$ cat src/rtl/load_store_unit.sv
// Load/store unit: sizes, aligns and extends a single memory access, then runs one bus handshake with a timeout.
// Latency: an ack k cycles after the request gives done at k+1. Pipeline is held via stall while an access is open.
module load_store_unit #(
    parameter int TIMEOUT = 16
) (
    input  logic        clk,
    input  logic        rst_n,
    input  logic        mem_read,
    input  logic        mem_write,
    input  logic [2:0]  funct3,
    input  logic [31:0] addr,
    input  logic [31:0] wdata,
    output logic [31:0] rdata_out,
    output logic        stall,
    output logic        done,
    output logic        err,
    output logic        bus_req,
    output logic        bus_we,
    output logic [31:0] bus_addr,
    output logic [31:0] bus_wdata,
    output logic [3:0]  bus_be,
    input  logic        bus_ack,
    input  logic [31:0] bus_rdata
);
    localparam int CW = $clog2(TIMEOUT + 1);

    typedef enum logic [1:0] {IDLE, REQ, DONE} state_t;

    state_t        r_state, w_next;
    logic [CW-1:0] r_cnt;
    logic          r_tmo;
    logic          r_we;
    logic [3:0]    r_be;
    logic [31:0]   r_wdata;
    logic [31:0]   r_addr;
    logic [31:0]   r_rdata;

    logic          w_f3_ok, w_aligned, w_legal, w_start, w_illegal, w_tmo_hit;
    logic [3:0]    w_be;
    logic [31:0]   w_wd, w_load;
    logic [7:0]    w_byte;
    logic [15:0]   w_half;

    always_comb begin
        w_f3_ok   = 1'b0;
        w_aligned = 1'b0;
        case (funct3)
            3'b000: begin w_f3_ok = 1'b1;       w_aligned = 1'b1;             end
            3'b001: begin w_f3_ok = 1'b1;       w_aligned = ~addr[0];         end
            3'b010: begin w_f3_ok = 1'b1;       w_aligned = (addr[1:0] == 2'b00); end
            3'b100: begin w_f3_ok = ~mem_write; w_aligned = 1'b1;             end
            3'b101: begin w_f3_ok = ~mem_write; w_aligned = ~addr[0];         end
            default: begin w_f3_ok = 1'b0;      w_aligned = 1'b0;             end
        endcase
    end

    assign w_legal   = (mem_read ^ mem_write) & w_f3_ok & w_aligned;
    assign w_start   = rst_n & (r_state == IDLE) & w_legal;
    assign w_illegal = rst_n & (r_state == IDLE) & (mem_read | mem_write) & ~w_legal;
    assign w_tmo_hit = (r_cnt == CW'(TIMEOUT - 1));

    always_comb begin
        w_be = 4'b1111;
        w_wd = wdata;
        case (funct3[1:0])
            2'b00: begin w_be = 4'b0001 << addr[1:0];        w_wd = {4{wdata[7:0]}};  end
            2'b01: begin w_be = 4'b0011 << {addr[1], 1'b0};  w_wd = {2{wdata[15:0]}}; end
            default: begin w_be = 4'b1111;                   w_wd = wdata;            end
        endcase
    end

    // Lane select follows addr, which the pipeline holds stable for the whole access.
    always_comb begin
        w_byte = bus_rdata[7:0];
        case (addr[1:0])
            2'b00: w_byte = bus_rdata[7:0];
            2'b01: w_byte = bus_rdata[15:8];
            2'b10: w_byte = bus_rdata[23:16];
            default: w_byte = bus_rdata[31:24];
        endcase
        w_half = addr[1] ? bus_rdata[31:16] : bus_rdata[15:0];
        case (funct3)
            3'b000: w_load = {{24{w_byte[7]}}, w_byte};
            3'b100: w_load = {24'd0, w_byte};
            3'b001: w_load = {{16{w_half[15]}}, w_half};
            3'b101: w_load = {16'd0, w_half};
            default: w_load = bus_rdata;
        endcase
    end

    always_comb begin
        w_next = r_state;
        case (r_state)
            IDLE: if (w_start) w_next = REQ;
            REQ:  if (bus_ack || w_tmo_hit) w_next = DONE;
            DONE: w_next = IDLE;
            default: w_next = IDLE;
        endcase
    end

    always_ff @(posedge clk) begin
        if (!rst_n) begin
            r_state <= IDLE;
            r_cnt   <= '0;
            r_tmo   <= 1'b0;
            r_we    <= 1'b0;
            r_be    <= 4'd0;
            r_wdata <= 32'd0;
            r_addr  <= 32'd0;
            r_rdata <= 32'd0;
        end else begin
            r_state <= w_next;
            case (r_state)
                IDLE: if (w_start) begin
                    r_we    <= mem_write;
                    r_be    <= w_be;
                    r_wdata <= mem_write ? w_wd : 32'd0;
                    r_addr  <= {addr[31:2], 2'b00};
                    r_cnt   <= '0;
                    r_tmo   <= 1'b0;
                end
                REQ: begin
                    if (bus_ack) begin
                        if (!r_we) r_rdata <= w_load;
                    end else if (w_tmo_hit) begin
                        r_tmo <= 1'b1;
                        if (!r_we) r_rdata <= 32'd0;
                    end else begin
                        r_cnt <= r_cnt + CW'(1);
                    end
                end
                DONE: begin
                    r_we    <= 1'b0;
                    r_be    <= 4'd0;
                    r_wdata <= 32'd0;
                    r_addr  <= 32'd0;
                end
                default: ;
            endcase
        end
    end

    assign bus_req   = (r_state == REQ);
    assign bus_we    = r_we;
    assign bus_be    = r_be;
    assign bus_wdata = r_wdata;
    assign bus_addr  = r_addr;
    assign rdata_out = r_rdata;
    assign stall     = rst_n & (w_start | (r_state == REQ));
    assign done      = rst_n & ((r_state == DONE) | w_illegal);
    assign err       = rst_n & (w_illegal | ((r_state == DONE) & r_tmo));
endmodule

$ cat config.mk
export PLATFORM = sky130hd
export DESIGN_NAME = load_store_unit
export DESIGN_NICKNAME = d
export VERILOG_FILES = /design/src/rtl/load_store_unit.sv
export SDC_FILE = /design/constraint.sdc
export NUM_CORES = 1
export LEC_CHECK = 0
export ABC_AREA = 1
export BUFFER_PORTS_ARGS = -buffer_cell sky130_fd_sc_hd__buf_2
export CAP_MARGIN = 30
export CORE_MARGIN = 8
export CORE_UTILIZATION = 35
export DETAILED_ROUTE_END_ITERATION = 7
export PLACE_DENSITY = 0.69
export SYNTH_ARGS = -nofsm -noshare
export SYNTH_HDL_FRONTEND = slang
export SYNTH_SLANG_ARGS = --single-unit
$ cat constraint.sdc
create_clock -name clk -period 1.6 [get_ports clk]
set_input_delay 0.24 -clock clk [delete_from_list [all_inputs] [get_ports clk]]
set_output_delay 0.24 -clock clk [all_outputs]
set_load 0.02 [all_outputs]
## Word level (Yosys, flattened, before mapping)

Cells that the tools add are included.

| cells by class | value |
|---|---|
| reduce and logical (&&, ||, !) cells | 17 |
| bitwise operators | 19 |
| muxes and demuxes | 31 |
| equality and inequality tests | 15 |
| $add $sub $neg | 1 |
| shift operators | 2 |

Operator list:

| operator | count |
|---|---|
| 32-bit two-way mux | 7 |
| 32-bit case mux with 2 select lines | 3 |
| 32-bit case mux with 4 select lines | 1 |
| 8-bit case mux with 3 select lines | 1 |
| 16-bit two-way mux | 1 |
| 4-bit case mux with 2 select lines | 2 |
| 5-bit two-way mux | 3 |
| 1-bit AND | 10 |
| 5-bit case mux with 2 select lines | 1 |
| 4-bit AND reduction | 2 |
| 2-bit by 1-bit == test with 1-bit output, second input constant | 3 |
| 3-bit == test, second input constant | 2 |
| 2-bit logical NOT | 3 |
| 2-bit != test, second input constant | 3 |
| 1-bit case mux with 2 select lines | 3 |
| 2-bit nonzero test | 3 |
| 2-bit OR reduction | 3 |
| 5-bit by 1-bit adder with 5-bit output, second input constant | 1 |
| 5-bit by 4-bit == test with 1-bit output, second input constant | 1 |
| 2-bit == test, second input constant | 2 |
| 1-bit two-way mux | 4 |
| 2-bit two-way mux | 2 |
| 4-bit two-way mux | 1 |
| 2-bit by 1-bit != test with 1-bit output, second input constant | 2 |
| other kinds (14) | 21 |

| storage, ports and cells | value |
|---|---|
| logic and storage cells | 93 |
| output and inout bits | 105 |
| register bits | 109 |
| bits of input ports | 104 |

## Logic depth before layout (Yosys ltp)

| logic depth | value |
|---|---|
| depth after elaboration | 9 |
| mapped depth | 11 |
| mapped depth without buffers | 10 |

## Worst setup path after synthesis

Ideal clock, no wire load.

| timing | value |
|---|---|
| path kind | in2out |
| from | input port mem_write |
| to | output port stall |
| cell stages on the path | 8 |
| required time | 1360 ps |
| path buffers | 2 |
| slack | -240 ps |
| arrival time | 1600 ps |
| path through | inv_1 -> clkbuf_1 -> ha_1 -> inv_1 -> a21oi_4 -> nand3b_4 -> clkbuf_1 -> a21oi_1 |

| between the ends | value |
|---|---|
| longest elaborated chain between the ends | 7 |
| elaborated cells on any way between the ends | 8 |
| classes of those cells | mux: 1; bitwise: 7 |

RTL lines:

| what | RTL line | RTL |
|---|---|---|
| start, declared | 9 | `input logic mem_write,` |
| 1-bit NOT | 51, 52 |  |
| 1-bit case mux with 2 select lines | 47 | `case (funct3)` |
| 1-bit AND * (2 in a row) | 57 | `assign w_legal = (mem_read ^ mem_write) & w_f3_ok & w_aligned;` |
| 1-bit AND * | 58 | `assign w_start = rst_n & (r_state == IDLE) & w_legal;` |
| 1-bit OR * | 149 | `assign stall = rst_n & (w_start \| (r_state == REQ));` |
| 1-bit AND * | 149 |  |
| end, declared | 14 | `output logic stall,` |

Every way passes the cells marked *; elsewhere a longest branch is shown, timed or not.

## Worst setup path in the final report

| timing | value |
|---|---|
| from | register r_state[1] |
| to | output port done |

| between the ends | value |
|---|---|
| longest elaborated chain between the ends | 6 |
| elaborated cells on any way between the ends | 7 |
| classes of those cells | eq/ne: 1; bitwise: 5; reduce/logical: 1 |

RTL lines:

| what | RTL line | RTL |
|---|---|---|
| start, declared | 29 | `state_t r_state, w_next;` |
| start signal, assigned | 112 | `r_state <= w_next;` |
| 2-bit logical NOT | 59 | `assign w_illegal = rst_n & (r_state == IDLE) & (mem_read \| mem_write) & ~w_legal;` |
| 1-bit AND (3 in a row) | 59 |  |
| 1-bit OR * | 150 | `assign done = rst_n & ((r_state == DONE) \| w_illegal);` |
| 1-bit AND * | 150 |  |
| end, declared | 15 | `output logic done,` |

Marks and branches as above.

==> results.toml <==
[run_status]
status = "completed"

[layout]
nNetsFinal = 1095
antenna_cells = 0
n_fill_cell = 1496
regArea_um2 = 2150
syn_to_final_growth_pct = 40.1
multi_input_area_um2 = 2770
layoutNonFillerInstCount = 1177
drive_gt1_frac = 0.343

[global_route]
grt_start_max_net_pins = 37
grt_util_all_layers = 0.189
grt-ovfl-total = 0
grt_antenna_before_repair = 3
grt_pass1_vias = 5593
grt_pass1_wl_mm = 28.3

[setup_path]
required_ns = 1.36
slowest_stage = "dfxtp_2"
end_kind = "output port"
cpPeakStageDelay_ns = 0.33
path_delay_family = "flip-flops"
worstSetupStartpointType = "flop"
path_cells = "inv_2 > nand3_4 > nor2_4 > nand2_2 > a21oi_2 > buf_6"
path_class = "reg -> out"
critPathArrivalTime_ns = 1.36
path_max_fanout = 3
crit_buf_inv = 2

[timing]
period_minus_slack_ns = 1.60
skew_ns = 0.0103
fmax_ghz = 0.626
hold_viol = 0
maxSlewViolCount = 0
finalSetupTns_ns = 0
fin_crit_sh = 0.998
whs_ns = 0.123
rsz0062_at_grt = "true"
setup_viol = 0

[floorplan]
dieArea_um2 = 19000
rows = 44
io_pins = 209
fp.dieH_um = 138
core-area_um2 = 14500
dieWidth_um = 138
start_util = 0.357

[synthesis]
yosysSeqAreaShare = 0.413
synth_warnings = 0
ys_ff_latch = 107
synthCells = 766
netlist_area_um2 = 5190
synth_cell_types = 35
avgSynthCellArea_um2 = 6.77

[clock_network]
insertion_delay_ns = 0.36
clock_sinks = 107
root_buffer = "clkbuf_16"
cts_buffers = 9
cts.clk_slew.worst_paths_ns = 0.08
cts_buffer_depth = 2
holdBufCountCts = 0
cts_tree = "built"
htreeDepth = 3

[placed_design]
io_buffers = 206
place_congestion = 0.914
place_inst = 1153
dpl.hpwl_mm = 13.7

[drt]
vias = 5813
drc = 0
first_iter_violations = 343
drt-wirelength-per-cell_um = 15.8
dr.pass1.iters = 6
vias_per_cell = 4.94
routed_wl_mm = 18.6
ant_nets = 0

[min_path]
worstHoldPathType = "in -> reg"

[power]
peakVddDrop_mv = 0.537
power.total_w = 0.00616
power_leakage_nw = 3.48
pwr_density_cell_nw_per_um2 = 848

[job]
cap_violations = 0
metal layers:
metal | vias to the layer above | part of all wire | global-route usage
li1 | 2928 | - | -
met1 | 2612 | 0.42 | 0.225
met2 | 234 | 0.46 | 0.313
met3 | 33 | 0.10 | 0.0624
met4 | 6 | 0.019 | 0.0639
met5 | - | 0.0021 | 0
where the power goes:
group	switching [W]	internal, W
clock	0.00118	0.00113
combinational	0.000641	0.000422
sequential	0.0000435	0.00274
total	0.00187	0.00430
synthesized netlist by cell type (all sizes together):
cell | instances | area (um2)
and2 | 1 | 6.26
nor3b | 2 | 15.0
o21a | 5 | 37.5
nand3 | 90 | 468
nor3 | 7 | 46.3
o21ai | 54 | 270
or2 | 8 | 50.1
o211ai | 1 | 7.51
nand2 | 156 | 601
clkbuf | 22 | 82.6
nand3b | 2 | 27.5
ha | 3 | 37.5
conb | 1 | 3.75
dfxtp | 107 | 2140
inv | 40 | 158
and3 | 1 | 6.26
o22ai | 1 | 6.26
nor2 | 148 | 566
buf | 31 | 205
o211a | 2 | 20.0
a21oi | 84 | 432
worst paths after layout:
| check | start | slack (ns) | end | depth (start not counted) |
|---|---|---|---|---|
| worst min-delay path | addr[6] | 0.12 | bus_addr[6]$_SDFFE_PN0P_ | 3 |
| worst max register to register | r_cnt[0]$_SDFFE_PN0P_ | 0.01 | rdata_out[17]$_SDFFE_PN0P_ | 11 |
| worst min register to register | bus_be[1]$_SDFFE_PN0P_ | 0.46 | bus_be[1]$_SDFFE_PN0P_ | 2 |
| worst max-delay path | r_state[1]$_SDFFE_PN0P_ | 0.003 | done | 6 |
logic make-up (layout without fill, tap and decap cells):
family,Yosys count,in the layout,synth area share
buffers and inverters,93,319,0.0859
AND/OR/NAND/NOR,415,415,0.344
other,1,2,0.000723
adder cells (fa/ha/maj),3,3,0.00724
AO/OA/AOI/OAI,147,147,0.149
flip-flops,107,107,0.413
placed cells by master (no fill, tap or decap), types with 6 or more instances in the layout:
cell,instances
buf_2,203
inv_1,31
or2_2,8
clkbuf_16,10
dfxtp_1,103
nand2_1,135
nor3_1,6
nor2_1,142
inv_2,7
nand3_1,87
o21ai_0,52
buf_4,44
buf_12,7
nand2_2,16
a21oi_1,78
stage by stage:
step,setup slack (ns),cell area [um2],utilization
3_3_place_gp,-0.107,6630,0.456
5_1_grt,-0.114,7270,0.500
2_1_floorplan,-0.0651,5210,-
4_1_cts,-0.0747,7150,0.492
3_5_place_dp,-0.105,6630,0.456
6_report,0.00257,7270,0.500
sequential cells by signal, indices dropped and copies added, names as in the netlist:
signal and flops:
bus_we 1, r_state 2, bus_addr 30, r_tmo 1
bus_wdata 32, bus_be 4, r_cnt 5, rdata_out 32
worst register-to-register path, cell delays in order, from the launching register on:
cell and delay (ns):
dfxtp_2 0.34, ha_4 0.16, nand2_4 0.06, nor2_4 0.04, ha_4 0.16, o21ai_4 0.14, nor2_2 0.05, inv_2 0.11
buf_6 0.12, buf_12 0.12, nand2_1 0.05, a21oi_1 0.16
timing repair:
action | CTS | global route
setup buffers | 3 | 1
resized for setup | 37 | 25
gates cloned | 3 | 1
pin swaps | 25 | 13
endpoints found under the setup margin | 34 | 63
cell type report:
type / count / area share
Timing Repair Buffer: 263 / 0.227
Tap cell: 184 / 0.0317
Multi-Input combinational cell: 567 / 0.381
Inverter: 40 / 0.0220
Clock buffer: 9 / 0.0310
Sequential cell: 107 / 0.296
Clock inverter: 7 / 0.0119
(Power assumes the default switching activity.)
